<file path="src/rtl/fir_coeff_bank.sv">
// fir_coeff_bank: double-buffered, run-time reloadable FIR coefficient bank.
// A serial valid/ready port fills a shadow bank; a commit request copies the
// shadow bank into the active bank only on a sample_tick, so the MAC stage
// never sees a mixed kernel. The active bank resets to the default low-pass kernel.
// Optional feature: define FIR_COEFF_SYM_EN to load only NTAPS/2 words and
// mirror them into the upper half of the active bank on swap.
module fir_coeff_bank #(
  parameter int NTAPS = 16,
  parameter int CW    = 16
) (
  input  logic                clk,
  input  logic                rst_n,
  input  logic                load_valid,
  output logic                load_ready,
  input  logic [CW-1:0]       load_data,
  input  logic                load_last,
  input  logic                commit,
  input  logic                sample_tick,
  output logic [NTAPS*CW-1:0] coeff_bus,
  output logic                swap_done,
  output logic                load_err,
  output logic                pending
);

`ifdef FIR_COEFF_SYM_EN
  localparam int L = NTAPS / 2;
`else
  localparam int L = NTAPS;
`endif
  localparam int PW = (L > 1) ? $clog2(L) : 1;

  typedef enum logic [1:0] {
    S_IDLE,
    S_LOAD,
    S_FULL,
    S_WAIT_TICK
  } state_t;

  state_t          state_q, state_d;
  logic [PW-1:0]   wr_ptr_q, wr_ptr_d;
  logic [CW-1:0]   shadow_q [L];
  logic [CW-1:0]   shadow_d [L];
  logic [CW-1:0]   active_q [NTAPS];
  logic [CW-1:0]   active_d [NTAPS];
  logic            swap_done_q, swap_done_d;
  logic            load_err_q, load_err_d;
  logic            pending_q, pending_d;
  logic            accept;
  logic            do_swap;
  logic            do_err;

  // Default symmetric low-pass kernel for the 16-tap build; zero otherwise.
  function automatic logic [CW-1:0] default_tap(input int unsigned k);
    logic [CW-1:0] v;
    v = '0;
    if (NTAPS == 16) begin
      case (k)
        0, 15:   v = CW'(-84);
        1, 14:   v = CW'(-53);
        2, 13:   v = CW'(120);
        3, 12:   v = CW'(240);
        4, 11:   v = CW'(350);
        5, 10:   v = CW'(420);
        6, 9:    v = CW'(450);
        7, 8:    v = CW'(460);
        default: v = '0;
      endcase
    end
    return v;
  endfunction

  assign load_ready = (state_q == S_IDLE) || (state_q == S_LOAD);
  assign accept     = load_valid & load_ready;
  assign swap_done  = swap_done_q;
  assign load_err   = load_err_q;
  assign pending    = pending_q;

  // Next-state, write-pointer, shadow-write and swap decisions.
  always_comb begin
    state_d     = state_q;
    wr_ptr_d    = wr_ptr_q;
    pending_d   = pending_q;
    swap_done_d = 1'b0;
    load_err_d  = 1'b0;
    do_swap     = 1'b0;
    do_err      = 1'b0;
    for (int unsigned i = 0; i < L; i++) begin
      shadow_d[i] = shadow_q[i];
    end

    case (state_q)
      S_IDLE, S_LOAD: begin
        if (accept) begin
          shadow_d[wr_ptr_q] = load_data;
          if (wr_ptr_q == PW'(L - 1)) begin
            wr_ptr_d = '0;
            if (load_last) begin
              state_d = S_FULL;
            end else begin
              do_err = 1'b1;
            end
          end else if (load_last) begin
            do_err = 1'b1;
          end else begin
            wr_ptr_d = wr_ptr_q + PW'(1);
            state_d  = S_LOAD;
          end
        end
      end
      S_FULL: begin
        if (commit) begin
          // A coincident tick swaps on this same edge and skips WAIT_TICK.
          if (sample_tick) begin
            do_swap = 1'b1;
            state_d = S_IDLE;
          end else begin
            pending_d = 1'b1;
            state_d   = S_WAIT_TICK;
          end
        end
      end
      S_WAIT_TICK: begin
        if (sample_tick) begin
          do_swap   = 1'b1;
          pending_d = 1'b0;
          state_d   = S_IDLE;
        end
      end
      default: state_d = S_IDLE;
    endcase

    if (do_err) begin
      load_err_d = 1'b1;
      wr_ptr_d   = '0;
      state_d    = S_IDLE;
    end
    swap_done_d = do_swap;
  end

  // Active bank update: whole kernel replaced on the swap edge only.
  always_comb begin
    for (int unsigned k = 0; k < NTAPS; k++) begin
      active_d[k] = active_q[k];
      if (do_swap) begin
        if (k < L) begin
          active_d[k] = shadow_q[k];
        end else begin
          active_d[k] = shadow_q[NTAPS - 1 - k];
        end
      end
    end
  end

  // Coefficients leave straight from the active registers.
  always_comb begin
    coeff_bus = '0;
    for (int unsigned k = 0; k < NTAPS; k++) begin
      coeff_bus[k*CW +: CW] = active_q[k];
    end
  end

  // State registers; reset restores the default kernel and clears the shadow.
  always_ff @(posedge clk or negedge rst_n) begin
    if (!rst_n) begin
      state_q     <= S_IDLE;
      wr_ptr_q    <= '0;
      swap_done_q <= 1'b0;
      load_err_q  <= 1'b0;
      pending_q   <= 1'b0;
      for (int unsigned i = 0; i < L; i++) begin
        shadow_q[i] <= '0;
      end
      for (int unsigned k = 0; k < NTAPS; k++) begin
        active_q[k] <= default_tap(k);
      end
    end else begin
      state_q     <= state_d;
      wr_ptr_q    <= wr_ptr_d;
      swap_done_q <= swap_done_d;
      load_err_q  <= load_err_d;
      pending_q   <= pending_d;
      for (int unsigned i = 0; i < L; i++) begin
        shadow_q[i] <= shadow_d[i];
      end
      for (int unsigned k = 0; k < NTAPS; k++) begin
        active_q[k] <= active_d[k];
      end
    end
  end

endmodule

</file>
<file path="config.mk">
export PLATFORM = sky130hd
export DESIGN_NAME = fir_coeff_bank
export DESIGN_NICKNAME = d
export VERILOG_FILES = /design/src/rtl/fir_coeff_bank.sv
export SDC_FILE = /design/constraint.sdc
export NUM_CORES = 1
export LEC_CHECK = 0
export ABC_CLOCK_PERIOD_IN_PS = 5130
export CAP_MARGIN = 20
export CORE_MARGIN = 8
export CORE_UTILIZATION = 45
export DETAILED_ROUTE_END_ITERATION = 10
export HOLD_SLACK_MARGIN = 0.15
export PLACE_DENSITY = 0.79
export SYNTH_ARGS = -nofsm -noshare
export SYNTH_HDL_FRONTEND = slang
export SYNTH_SLANG_ARGS = --single-unit
</file>
<file path="constraint.sdc">
create_clock -name clk -period 5.13 [get_ports clk]
set_input_delay 0.513 -clock clk [delete_from_list [all_inputs] [get_ports clk]]
set_output_delay 0.513 -clock clk [all_outputs]
set_load 0.02 [all_outputs]
</file>
# ---- Word-level counts from Yosys, hierarchy flattened
# Cells that the tools add are included.
dict set report totals {
  out_inout_bits 260
  register_bits 521
  in_bits 22
  word_cells 96
}
dict set report op_classes {
  reduce_logical 11
  muxes 30
  n_eq_ne 13
  n_addsub 1
  order_cmp 2
  n_bitwise 2
}
# cell count
set op_table {}
lappend op_table {{$bwmux 256} 1}
lappend op_table {{$demux 16 s4} 1}
lappend op_table {{$mux 4} 5}
lappend op_table {{$mux 16} 1}
lappend op_table {{$mux 2} 8}
lappend op_table {{$mux 1} 11}
lappend op_table {{$ne 3x3->1 const B} 3}
lappend op_table {{$ne 4x4->1 const B} 2}
lappend op_table {{$ne 2x2->1 const B} 3}
lappend op_table {{$pmux 2 s3} 1}
lappend op_table {{$reduce_bool 2->1} 3}
lappend op_table {{$ge 5x5->1 const B} 1}
lappend op_table {{$lt 5x1->1 const B} 1}
lappend op_table {{$not 4->5} 1}
lappend op_table {{$reduce_and 5->1} 1}
lappend op_table {{$add 4x1->4 const B} 1}
lappend op_table {{$eq 2x2->1 const B} 2}
lappend op_table {{$eq 4x4->1 const B} 1}
lappend op_table {{$pmux 1 s2} 2}
lappend op_table {{$reduce_and 4->1} 1}
lappend op_table {{$ne 3x1->1 const B} 1}
lappend op_table {{$reduce_and 3->1} 1}
lappend op_table {{$eq 2x1->1 const B} 1}
lappend op_table {{$logic_not 2->1} 1}
lappend op_table {{5 further kinds} 5}

# ---- Longest topological paths before layout
dict set report depth {
  word_depth 7
  mapped_depth 7
  ltp_nobuf 5
}

# ---- Worst setup path after synthesis
# No wires, ideal clock.
dict set report synth_path {
  path_kind {flip-flop to flip-flop}
  from {register wr_ptr_q[0]}
  to {register shadow_q[85] in the netlist's numbering}
  path_stages_with_launch 7
  synth_period_minus_slack_ns 1.853
  setup_time_ns 0.125
  required_time_ns 5.005
  arrival_ns 1.728
  path_slack_ns 3.277
  n_path_buf 1
  path_cell_list {dfrtp_1 > inv_1 > ha_1 > nand2_1 > nor3_2 > buf_4 > mux2_2}
}
dict set report synth_via {
  elab_chain_len 6
  elab_cells_between_ends 7
  cone_classes {order compare (2); mux (3); bitwise (1); reduce/logical (1)}
}
# item line
set synth_lines {}
lappend synth_lines {{start: declaration} 40} ;# logic [PW-1:0] wr_ptr_q, wr_ptr_d;
lappend synth_lines {{start signal: assignment} 178} ;# wr_ptr_q <= wr_ptr_d;
lappend synth_lines {{$not 4->5 (implied by the code) *} 94} ;# shadow_d[wr_ptr_q] = load_data;
lappend synth_lines {{$ge 5x5->1 (implied by the code) or $lt 5x1->1 (tied branches)} 94}
lappend synth_lines {{$logic_and 1x1->1 (implied by the code)} 94}
lappend synth_lines {{$mux 16 (implied by the code)} 94}
lappend synth_lines {{$demux 16 s4 *} 94}
lappend synth_lines {{$bwmux 256 *} 94}
lappend synth_lines {{end signal: indexed assignment} 183} ;# shadow_q[i] <= shadow_d[i];
lappend synth_lines {{end: declaration} 41} ;# logic [CW-1:0] shadow_q [L];
# Every way passes the cells marked *; elsewhere a longest branch is shown, timed or not.
# A chain may end at the register's enable or synchronous reset.

# ---- Worst setup path after layout
dict set report layout_path {
  from {register state_q[1]}
  to {register active_q, in the netlist coeff_bus[47]}
}
dict set report layout_via {
  elab_chain_len 2
  elab_cells_between_ends 3
  cone_classes {eq/ne (2); mux (1)}
}
# item line
set layout_lines {}
lappend layout_lines {{start: declaration} 39} ;# state_t state_q, state_d;
lappend layout_lines {{start signal: assignment} 177} ;# state_q <= state_d;
lappend layout_lines {{$eq 2x2->1} 91} ;# case (state_q)
lappend layout_lines {{$pmux 1 s2 *} 91}
lappend layout_lines {{end signal: indexed assignment} 174} ;# active_q[k] <= default_tap(k);
lappend layout_lines {{end signal: indexed assignment} 186} ;# active_q[k] <= active_d[k];
lappend layout_lines {{end: declaration} 43} ;# logic [CW-1:0] active_q [NTAPS];
# Marked as above.

==> key figures <==
Critical path
  – Critical Path RT: around 5600 ps
  – CP Launch Type: register
  – R2R Path End: coeff_bus[47]
  – Critical Path Sink: coeff_bus[47]
  – CP Launch Point: state_q[1]
  – R2R Setup Slk: approximately 2200 ps
  – Reg2reg start: state_q[1]
  – Crit path capture type: register
  – Setup Crit Path Kind: register to register
  – WP data arrival: roughly 3400 ps
  – CP Max Fanout: 33
  – R2R cell count: 5

Finish
  – Layout area overhead: 25.4%
  – Final instance area: between 20,000 and 30,000 um2
  – Share of layout cells above drive strength 1: 49.3%
  – Fin nets: ~1,500
  – Util after Layout: 57.1%
  – Fillers: 3,399

Run status
  – Status: finished, final reports clean

Synthesis
  – Synth area leader: dfrtp_1
  – Predominant post-synthesis flop cell: dfrtp_1
  – Share of the synthesized area in the top cell type: 51.8%
  – Synthesized area per cell: about 17 um2
  – Distinct cell type count after synthesis: 42
  – Yosys warnings: 0
  – Post-synth EDFFs: 0
  – Sequential area share after synthesis: about two thirds
  – Post-Syn Area: 20,200 um2
  – Cell count after synthesis: ~1,200
  – Synthesis-stage register bit count: 521
  – Async set-reset flop share out of synthesis: 100%
  – Top post-synthesis cells by area: dfrtp_1, mux2_2, dfstp_2
  – Syn nets: 1,192

STA
  – Fin Clk Skew: between 10 and 15 ps
  – Setup Viol. Count Final: 0
  – Final TNS setup: 0 ps
  – Worst-Margin Slew: about 1200 ps
  – Final hold viol count: 0
  – Crit path time final: ~2900 ps
  – RSZ-0062 raised after global routing: no
  – Max_slew headroom: approximately 21%
  – F_max: 344 MHz
  – Fin crit share: 56.7%
  – Fin. max-slew vios: 0
  – Final setup margin: between 2000 and 2500 ps

Floorplanning
  – Core area: between 40,000 and 50,000 um2
  – Io pins: about 280
  – Die Y: between 200 and 250 um
  – Die area: roughly 52,000 um2
  – Initial core utilization: between 40% and 50%
  – FP Rows: 77
  – Die width: 228 um

Detailed routing
  – First-pass DRT Iterations: 4
  – Routed wire per std cell: roughly 23 um
  – Detail Route Antenna Nets: 0
  – Routed via count: 10,700
  – Drt first-iter violations: slightly below 700
  – Post-route DRC: 0
  – Final wirelength: 48.6 mm
  – Via-to-Cell Ratio: roughly 5.1

Clocking
  – CTS sink count: between 500 and 600
  – H-tree depth: 2
  – Setup bufs post-CTS: 0
  – TritonCTS clock tree: yes
  – Clock-pin slew on the worst setup and hold paths: approximately 60 ps
  – Root Driver: clkbuf_16
  – Num CTS Buffers: 53
  – Clk Latency, worst-skew pair: between 500 and 600 ps
  – Cts repair resizes: 0
  – Clk buf depth: 3

GRT
  – Vias in the first global route: 11,500
  – GRT Overall Usage: 18.7%
  – Largest net degree at the start of global routing: between 100 and 150
  – Global-route wire length before repair: roughly 73 mm
  – GR Overflow Total: 0
  – Initial antenna violation count: 4

Placed design
  – DP Area: ~23,000 um2
  – Port bufs: about 280
  – Setup slack at placement: roughly 1900 ps
  – Hpwl dp: 31.7 mm
  – Global placer's final weighted congestion: 0.740

Pwr
  – PD cells: roughly 400 nW/um2
  – Peak VDD IR: 0.000315 V
  – P_leak: ~0.012 uW

Run
  – MaxCap Viol Count: 0

Worst hold path
  – Cell count of the worst hold path: 1
  – Min-Delay Path Class: register to register
-- cell type report --
class	instances	area (um2)	area share (%)
sequential	521	13200	52.1
multi-input combinational	571	6480	25.6
timing repair buffer	301	3030	12.0
clock buffer	79	1570	6.20
tap	592	741	2.93
clock inverter	17	253	1.00
inverter	7	28.8	0.114
antenna	1	2.50	0.00990
-- layer usage --
layer | vias to the layer above | global-route usage [%] | share of wire (%)
li1 | 4686 | - | -
met1 | 5733 | 24.6 | 43
met2 | 226 | 31.4 | 50
met3 | 58 | 3.34 | 4.8
met4 | 0 | 5.55 | 2.0
met5 | - | 0 | 0
-- through the flow --
stage | hold slack [ps] | total power, uW | std cells
2_1_floorplan | 217 | 5930 | 1166
3_3_place_gp | 463 | 6320 | 1988
3_5_place_dp | 481 | 6420 | 1988
4_1_cts | 492 | 10400 | 2085
5_1_grt | 511 | 10800 | 2088
6_report | 488 | 10400 | 2089
-- repair_timing --
item / CTS / global route
hold buffers: 1 / 0
setup endpoints to repair: 0 / 0
hold endpoints to repair: 74 / 0
-- kinds of logic after synthesis --
family,synth area share (%)
xor gates and xnor gates,0.0435
muxes,29.9
AOI/OAI and AO/OA,0.410
and+or+nand+nor,1.48
buffers and inverters,2.58
DFF,65.3
adders and majority gates,0.248
-- state kept, by name, indices dropped and copies added (netlist names) --
name	cells
coeff_bus	256
load_err	1
pending	1
shadow_q	256
state_q	2
swap_done	1
wr_ptr_q	4
-- how the worst min path moves through the flow --
| stage | from | endpoint |
|---|---|---|
| after global placement | shadow_q[153] | coeff_bus[105] |
| after detailed placement | shadow_q[153] | coeff_bus[105] |
| after global routing | shadow_q[117] | shadow_q[117] |
| after floorplan | rst_n | coeff_bus[0] |
| final | shadow_q[114] | coeff_bus[130] |
| after CTS | shadow_q[114] | coeff_bus[130] |
-- worst max-delay path: stages, from the launching register on --
cell and delay (ps):
dfrtp_1 650, nand2_1 130, or2_4 410, inv_2 620
buf_4 540, mux2_2 390
-- layout by cell type, fill, tap and decap left out, types with 2 or more instances in the layout --
master,synthesis,final
clkbuf_1,16,14
buf_12,1,3
clkbuf_16,0,55
inv_6,0,4
o21ai_0,6,6
clkinv_2,0,6
nor2_2,6,6
mux2_1,4,4
bufinv_16,0,6
nor2b_1,2,2
dfstp_2,104,104
ha_1,4,4
nand2_1,6,6
dfrtp_1,417,417
nand2b_1,2,2
nand3b_1,2,2
nand3_2,2,2
buf_8,0,4
nor2_1,4,4
inv_1,5,5
clkbuf_8,0,10
mux2_4,70,70
mux2_2,438,438
nor3b_2,2,2
nand2_2,4,4
buf_4,14,13
clkdlybuf4s50_1,0,280
-- cells in the mapped netlist, types with 2 or more instances --
master	count
nor2b_1	2
nand2b_1	2
nand3b_1	2
o21ai_0	6
mux2_1	4
buf_6	20
nor2_2	6
buf_2	16
dfrtp_1	417
buf_4	14
inv_1	5
nand2_1	6
nand2_2	4
or2_1	2
dfstp_2	104
ha_1	4
mux2_4	70
clkbuf_1	16
nand3_2	2
nor3b_2	2
mux2_2	438
nor2_1	4
-- where the power goes --
part,internal [uW],total (uW),switching (uW)
clock,2410,4000,1590
combinational,676,1150,469
sequential,4840,5210,371
Note: power is estimated with default switching activity, not from simulation.
